$ cat config.mk
export PLATFORM = sky130hd
export DESIGN_NAME = cbfp_lsc_min
export DESIGN_NICKNAME = d
export VERILOG_FILES = /design/src/rtl/cbfp_pkg.sv /design/src/rtl/cbfp_lsc_min.sv
export SDC_FILE = /design/constraint.sdc
export NUM_CORES = 1
export LEC_CHECK = 0
export CAP_MARGIN = 10
export CORE_MARGIN = 2
export CORE_UTILIZATION = 45
export DETAILED_ROUTE_END_ITERATION = 8
export PLACE_DENSITY_LB_ADDON = 0.05
export RECOVER_POWER = 25
export SYNTH_ARGS = -nofsm -noshare
export SYNTH_HDL_FRONTEND = slang
export SYNTH_SLANG_ARGS = --single-unit
$ cat constraint.sdc
create_clock -name vclk -period 69.4
set_input_delay 6.94 -clock vclk [all_inputs]
set_output_delay 6.94 -clock vclk [all_outputs]
set_load 0.02 [all_outputs]
$ cat src/rtl/cbfp_pkg.sv
// cbfp_pkg -- shared constants and types for the CBFP (convergent block
// floating point) normaliser.
//   Default geometry: 16 samples per beat, 23-bit signed input,
//   11-bit signed output, 64-sample blocks (4 beats per block).
//   Also holds the output sequencer state type and a helper that derives
//   the number of beats per block from the buffer depth and beat width.
package cbfp_pkg;

    localparam int CBFP_ARRAY_SIZE   = 16;
    localparam int CBFP_DIN_SIZE     = 23;
    localparam int CBFP_DOUT_SIZE    = 11;
    localparam int CBFP_BUFFER_DEPTH = 64;

    // Beats per block.
    function automatic int cbfp_nb(input int depth, input int arr);
        return depth / arr;
    endfunction

    localparam int CBFP_NB = cbfp_nb(CBFP_BUFFER_DEPTH, CBFP_ARRAY_SIZE);

    typedef enum logic {
        SEQ_IDLE = 1'b0,
        SEQ_OUT  = 1'b1
    } seq_state_t;

endpackage

$ cat src/rtl/cbfp_lsc_min.sv
// cbfp_lsc_min -- combinational leading-sign count and minimum over one beat.
//   For every sample it counts the bits below the MSB that equal the MSB
//   (0 and -1 give din_size-1). It then returns the smallest count in the beat.
// Ports:
//   din   : array_size packed signed samples, sample i at [i*din_size +: din_size]
//   g_min : minimum leading-sign count over the beat
module cbfp_lsc_min
    import cbfp_pkg::*;
#(
    parameter int array_size = CBFP_ARRAY_SIZE,
    parameter int din_size   = CBFP_DIN_SIZE
) (
    input  logic [array_size*din_size-1:0] din,
    output logic [$clog2(din_size)-1:0]    g_min
);

    localparam int CW = $clog2(din_size);

    logic [din_size-1:0] x;
    logic [CW-1:0]       cnt;
    logic                run;

    // Count from just below the MSB downward. Stop at the first bit that
    // differs from the sign bit, and keep the running minimum across samples.
    always_comb begin
        g_min = CW'(din_size - 1);
        x     = '0;
        cnt   = '0;
        run   = 1'b0;
        for (int i = 0; i < array_size; i++) begin
            x   = din[i*din_size +: din_size];
            cnt = '0;
            run = 1'b1;
            for (int b = din_size - 2; b >= 0; b--) begin
                if (run && (x[b] == x[din_size-1])) begin
                    cnt = cnt + 1'b1;
                end else begin
                    run = 1'b0;
                end
            end
            if (cnt < g_min) begin
                g_min = cnt;
            end
        end
    end

endmodule

# Yosys cells after proc, flatten, opt, wreduce, memory -nomap -nowiden
# Cells that the tools add are included.
# Widths: inputs -> output; s select.
# totals
regBits	0
latchBits	0
mem_bits_rw	0
romBits	0
in_bits	368
out_inout_bits	5
mem_count	0
# classes
add_sub_neg	336
mul	0
div_mod_pow	0
order_cmp	16
n_eq_ne	352
n_shift	0
muxes	704
bitwise	0
reduce_logical	336
# ops
op	count
$mux 5	351
$add 5x1->5 const B	335
$eq 1x1->1	352
$mux 1	352
$logic_and 1x1->1	336
$lt 5x5->1	15
$lt 5x5->1 const B	1
$add 1x1->2 const B	1
$mux 2	1

# Logic depth before layout (Yosys ltp)
# Gate-level depths: netlist (run 1).
# depth
depth_word	76
ltp_mapped	168
depth_no_buf	165

# Least setup slack after synthesis (run 1)
# OpenSTA, ideal clock, no wires.
# synth_timing
kind	input-to-output
startpoint	in din[45]
endpoint	out g_min[1]
arrival_ns	37.464
required_ns	62.460
slack_ns	24.996
path_stages	160
path_buffers	3
path_cell_list	clkbuf_1 > clkbuf_1 > nand2_1 > a21oi_1 > o21bai_1 > ha_1 > o21a_1 > ha_1 > nand2_1 > nand2_1 > ha_1 > a21oi_1 > o21ai_0 > ha_1 > a221o_1 > nand2_1 > nand2_1 > ha_1 > [... 124 more ...] > inv_1 > a311oi_1 > mux2i_1 > o21ai_2 > mux2_2 > inv_1 > ha_1 > o211ai_1 > a21oi_1 > a21oi_4 > mux2i_1 > ha_1 > a21o_1 > a21oi_1 > inv_1 > a41oi_1 > a31o_2 > mux2i_1
# synth_via
elab_chain_len	74
word_cells_on_any_way	137
classes_between	add/sub: 21; order compare: 15; eq/ne: 22; mux: 58; reduce/logical: 21
# synth_rtl
element	line_no	rtl
from (decl)	cbfp_lsc_min.sv:13	input logic [array_size*din_size-1:0] din,
$eq 1x1->1	cbfp_lsc_min.sv:35	if (run && (x[b] == x[din_size-1])) begin
$mux 1	cbfp_lsc_min.sv:35	
$add 5x1->5 or $logic_and 1x1->1 (tied branches)	cbfp_lsc_min.sv:36, cbfp_lsc_min.sv:35	
$mux 5 or $mux 1 (tied branches)	cbfp_lsc_min.sv:35	
$add 5x1->5 or $logic_and 1x1->1 (tied branches)	cbfp_lsc_min.sv:36, cbfp_lsc_min.sv:35	
$mux 5 or $mux 1 (tied branches)	cbfp_lsc_min.sv:35	
$add 5x1->5 or $logic_and 1x1->1 (tied branches)	cbfp_lsc_min.sv:36, cbfp_lsc_min.sv:35	
$mux 5 or $mux 1 (tied branches)	cbfp_lsc_min.sv:35	
[... 58 more ...]	--	
$lt 5x5->1	cbfp_lsc_min.sv:41	if (cnt < g_min) begin
$mux 5 *	cbfp_lsc_min.sv:41	
$lt 5x5->1	cbfp_lsc_min.sv:41	
$mux 5 *	cbfp_lsc_min.sv:41	
$lt 5x5->1	cbfp_lsc_min.sv:41	
$mux 5 *	cbfp_lsc_min.sv:41	
$lt 5x5->1	cbfp_lsc_min.sv:41	
$mux 5 *	cbfp_lsc_min.sv:41	
to (decl)	cbfp_lsc_min.sv:14	output logic [$clog2(din_size)-1:0] g_min
# Mark *: on every way between the ends. The rest lies on a longest branch, timed or not.

# Worst setup path after layout (run 1)
# Same ends and word-level chain as after synthesis.

==> qor.yml, run 1 <==
run_status: "finished clean"
setup_viol: 0
number_of_vias_in_the_routed_layout: 36150
final_setup_tns_ps: 0
drt_wl_total_um: 88890
ys_seq_area_share_pct: 0
synth.area.top_cells: "sky130_fd_sc_hd__xnor2_1, sky130_fd_sc_hd__ha_1, sky130_fd_sc_hd__nand2_1, sky130_fd_sc_hd__xor2_1, sky130_fd_sc_hd__mux2_2"
seq_power_share_pct: 0
period_minus_slack_ps: 49240
slew-limit-headroom_pct: 24.07
synth_most_common_cell: "sky130_fd_sc_hd__nand2_1"
design.portCount: 373
number_of_antenna_violating_nets_in_the_routed_design: 0
postCtsResizedCells: 0
track_usage_pct: 21.40
grt_first_pass_wirelength_um: 149200
synth.top_cells.by_count: "sky130_fd_sc_hd__nand2_1, sky130_fd_sc_hd__xnor2_1, sky130_fd_sc_hd__nor2_1"
nFlopsAndLatches: 0
min-delay-path-class: "in -> out"
initial_util_pct: 45.42
grt_start_max_net_pins: 54
drt-pass1-iter-count: 5
grt-ovfl-total: 0
cp.arrival_ps: 42300
die-area_um2: 78760
gate_count_of_the_mapped_netlist: 5235
sw_frac_of_total_pct: 53.76
cp-start-kind: "primary input"
detail_route.wl_per_cell_um: 13.71
synth_top_area_share_pct: 12.11
internal_power_mw: 0.2456
die_w_um: 280.6
place.detailed.hpwl_um: 75570
fp-row-count: 101
worst_pin_slew_ps: 1127
postCtsSetupRepairBufs: 0
critPathCaptureType: "primary output"
report.final.slew_viol_count: 0
chipHeight_um: 280.6
power.static_leakage_nw: 16.08
timing.critical_path.fanout_max: 42
place.port_buffers: 373
area_growth_syn_to_layout_pct: 13.33
fillerInstances: 7852
synth_nets: 5930
ir_worst_vdd_v: 0.00003386
place.gp.congestion: 0.8688
drt-vias-per-instance: 5.574
grt_setup_unrepaired: "no"
power_switching_mw: 0.2855
final_min_period_over_clock_period_pct: 70.95
most_frequent_cp_cell: "sky130_fd_sc_hd__ha_1"
max_cap_violations: 0
fraction_of_layout_cells_with_a_size_suffix_above_1_pct: 5.965
drt_drc_violations_left: 0
critical-path-slowest-cell: "sky130_fd_sc_hd__a21oi_1"
fin_nets: 6196
post_synth_instance_area_um2: 34440
first_global_vias: 32618
share_clk_of_total_power_pct: 0
cpPeakStageDelay_ps: 780
power_density_nw_per_um2: 13.61
final.hold.worst_slack_ps: 15290
path_class: "in -> out"
part_of_the_power_in_combinational_logic_pct: 100.0
num-clock-buffers: 0
synth_area_per_cell_um2: 6.578
worst_ep_required_time_ps: 62460
fmax_mhz: 20.31
drt_first_iter_violations: 1644
cts_hold_buf: 0
area_used_by_sequential_logic_in_the_layout_um2: 0
hold_violations: 0
synthDistinctLibCells: 117
core_area_um2: 75820
ys.warnings.count: 0
synth_largest_area_cell: "sky130_fd_sc_hd__xnor2_1"
grt_antenna_before_repair: 18
critical path: cells and delay by family:
family / cells / cell delay, ps
fa+ha+maj: 33 / 9870
buf+inv: 12 / 2000
mux: 16 / 4170
compound gates: 67 / 14650
simple gates: 31 / 4380
xor+xnor: 2 / 290
layer usage:
| metal | vias up | track usage, % | wire length, um |
|---|---|---|---|
| met5 | - | 0 | 148 |
| met4 | 22 | 1.645 | 542 |
| met3 | 54 | 1.765 | 3347 |
| met2 | 449 | 37.38 | 40530 |
| met1 | 16308 | 29.55 | 44320 |
| li1 | 19317 | - | - |
final timing paths:
path	to	startpoint	cells after the start	slack, ps
min	g_min[0]	din[345]	6	15290
max	g_min[1]	din[45]	161	20160
power groups by stage:
stage / sequential, mW / clock (mW) / combinational (mW)
detailed placement: 0 / 0 / 0.527
CTS: 0 / 0 / 0.530
global route: 0 / 0.00000000775 / 0.592
floorplan: 0 / 0 / 0.418
global placement: 0 / 0 / 0.517
finish: 0 / 0.0000000155 / 0.531
layout by cell type (no fill, tap or decap), types with 30 or more instances in the layout:
master and n:
sky130_fd_sc_hd__ha_1 327, sky130_fd_sc_hd__a31oi_1 48, sky130_fd_sc_hd__inv_1 213, sky130_fd_sc_hd__xor2_1 223
sky130_fd_sc_hd__nand3_1 207, sky130_fd_sc_hd__clkdlybuf4s50_1 371, sky130_fd_sc_hd__o22ai_1 46, sky130_fd_sc_hd__nor2b_1 66
sky130_fd_sc_hd__nand2_1 748, sky130_fd_sc_hd__or3_1 109, sky130_fd_sc_hd__nand2b_1 130, sky130_fd_sc_hd__mux2_2 169
sky130_fd_sc_hd__maj3_1 35, sky130_fd_sc_hd__o21ai_0 356, sky130_fd_sc_hd__o21bai_1 33, sky130_fd_sc_hd__mux2i_1 110
sky130_fd_sc_hd__nor3_1 156, sky130_fd_sc_hd__or2_2 72, sky130_fd_sc_hd__a21o_1 65, sky130_fd_sc_hd__and2_1 76
sky130_fd_sc_hd__xnor2_1 476, sky130_fd_sc_hd__a21oi_1 314, sky130_fd_sc_hd__o21ai_1 37, sky130_fd_sc_hd__nand4_1 46
sky130_fd_sc_hd__o21a_1 33, sky130_fd_sc_hd__o31ai_1 30, sky130_fd_sc_hd__nor2_1 459, sky130_fd_sc_hd__and3_1 83
sky130_fd_sc_hd__nor3b_1 35
logic make-up after synthesis:
family / synth area share, %
AND/OR/NAND/NOR: 32.72
AO/OA/AOI/OAI: 22.12
XOR/XNOR: 19.39
adder cells (fa/ha/maj): 13.00
buffers and inverters: 3.731
multiplexers: 9.050
per-stage QoR:
step	total power, mW	setup slack, ps	instances	cell area, um^2	utilization, %
floorplan	0.4181	25000	5235	34440	-
global placement	0.5172	21470	6477	39010	51.45
detailed placement	0.5274	20720	6477	39010	51.45
CTS	0.5300	20650	6477	39010	51.45
global route	0.5921	16850	6481	39020	51.46
finish	0.5311	20160	6485	39030	51.47
cell type report:
| class | instances | area (um^2) | share of cell area, % |
|---|---|---|---|
| Multi-Input combinational cell | 4898 | 33150 | 84.94 |
| Timing Repair Buffer | 388 | 3836 | 9.829 |
| Tap cell | 978 | 1224 | 3.135 |
| Inverter | 213 | 799.5 | 2.049 |
| Antenna cell | 8 | 20.02 | 0.05129 |
Power figures use the tool's default switching activity.
==> run 2: changes to the inputs <==
==> constraint.sdc (replaced) <==
create_clock -name vclk -period 45.9
set_input_delay 4.59 -clock vclk [all_inputs]
set_output_delay 4.59 -clock vclk [all_outputs]
set_load 0.02 [all_outputs]
==> qor.yml, run 2 (synthesized netlist as in run 1, its figures left out) <==
run_status: "finished clean"
area_growth_syn_to_layout_pct: 13.65
grt_setup_unrepaired: "no"
power.static_leakage_nw: 16.12  # +0.27%
place.port_buffers: 373  # unchanged
report.final.slew_viol_count: 0  # unchanged
drt_drc_violations_left: 0  # unchanged
cts_hold_buf: 0  # unchanged
most_frequent_cp_cell: "sky130_fd_sc_hd__ha_1"
initial_util_pct: 45.42  # unchanged
mostFrequentLayoutCells: "sky130_fd_sc_hd__nand2_1, sky130_fd_sc_hd__xnor2_1, sky130_fd_sc_hd__nor2_1"
critPathCaptureType: "primary output"
cp-start-kind: "primary input"
drt_wl_total_um: 89200  # +0.35%
drt-vias-per-instance: 5.573  # about the same
number_of_vias_in_the_routed_layout: 36173  # +0.064%
final_min_period_over_clock_period_pct: 93.55
area_used_by_sequential_logic_in_the_layout_um2: 0  # unchanged
drt-pass1-iter-count: 6  # +1
placed_area_um2: 39010  # unchanged
core_area_um2: 75820  # unchanged
worst_ep_required_time_ps: 41310  # -21150 ps
final_setup_tns_ps: 0  # unchanged
ir_worst_vdd_v: 0.00005210  # +54%
die_w_um: 280.6  # unchanged
grt_start_max_net_pins: 54  # unchanged
fp-row-count: 101  # unchanged
fillerInstances: 7793  # -0.75%
timing.critical_path.fanout_max: 42  # unchanged
grt_first_pass_wirelength_um: 149600  # +0.30%
multiInputGateArea_um2: 33220  # +0.20%
die-area_um2: 78760  # unchanged
power_density_nw_per_um2: 20.98  # +54%
nFlopsAndLatches: 0  # unchanged
fin_nets: 6202  # +0.097%
fmax_mhz: 23.29
slew-limit-headroom_pct: 28.04  # +4.0 points
path_class: "in -> out"
fraction_of_layout_cells_with_a_size_suffix_above_1_pct: 6.213  # +0.25 points
first_global_vias: 32599  # -0.058%
num-clock-buffers: 0  # unchanged
worst_pin_slew_ps: 1068  # -58.93 ps
number_of_antenna_violating_nets_in_the_routed_design: 0  # unchanged
setup_viol: 0  # unchanged
cp.arrival_ps: 38350  # -3950 ps
chipHeight_um: 280.6  # unchanged
hold_violations: 0  # unchanged
design.portCount: 373  # unchanged
grt_antenna_before_repair: 17  # -1
place.gp.congestion: 0.8682  # about the same
leading_cell_type_in_the_layout_fill_and_taps_excluded: "sky130_fd_sc_hd__nand2_1"
grt-ovfl-total: 0  # unchanged
track_usage_pct: 21.42  # +0.025 points
drt_first_iter_violations: 1653  # +0.55%
min-delay-path-class: "in -> out"
max_cap_violations: 0  # unchanged
period_minus_slack_ps: 42940
cpPeakStageDelay_ps: 630  # -150 ps
critical-path-slowest-cell: "sky130_fd_sc_hd__clkdlybuf4s50_1"
design_area_um2: 39140  # +0.29%
place.detailed.hpwl_um: 75610  # about the same
detail_route.wl_per_cell_um: 13.74  # +0.25%
[run 2: area by class of cell]
type	count	share of cell area, %
Multi-Input combinational cell	4898	84.86
Timing Repair Buffer	394	9.916
Tap cell	978	3.126
Inverter	213	2.043
Antenna cell	8	0.05115
[run 2: per-layer routing]
| metal | routed length, um | track usage [%] | up-vias |
|---|---|---|---|
| met1 | 45010 | 29.95 | 16298 |
| met2 | 40380 | 37.22 | 485 |
| li1 | - | - | 19314 |
| met5 | 130 | 0 | - |
| met4 | 597 | 1.412 | 20 |
| met3 | 3078 | 1.574 | 56 |
[run 2: path summary, 6_finish.rpt]
kind	start	end	slack, ps	cells past startpoint
max	din[45]	g_min[4]	2960	161
min	din[345]	g_min[0]	10570	6
[run 2: repair_timing]
item / CTS / global route
endpoints found under the setup margin: 0 / 5
buffers inserted: 0 / 6
gates resized for setup: 0 / 11
[run 2: power by group]
part / total (mW) / switching, mW / internal [mW]
sequential: 0 / 0 / 0
clock: 0.0000000235 / 0 / 0.0000000235
combinational: 0.821 / 0.436 / 0.386
total: 0.821 / 0.436 / 0.386
[run 2: stage by stage]
stage	worst slack, ps	util [%]	power [mW]	instances	hold slack, ps
floorplan	6196	-	0.6321	5235	9552
global placement	2676	51.45	0.7820	6477	10570
detailed placement	1872	51.45	0.7972	6477	10580
CTS	1827	51.45	0.8005	6477	10580
global route	26.30	51.61	0.9152	6487	10660
finish	2961	51.62	0.8213	6491	10570
[run 2: worst max-delay path, delay by kind of cell]
kind | cells | cell delay (ps)
AO/OA/AOI/OAI | 68 | 13270
adder cells (fa/ha/maj) | 33 | 9890
AND/OR/NAND/NOR | 31 | 4310
multiplexers | 16 | 4050
buffers and inverters | 11 | 1910
XOR/XNOR | 2 | 280
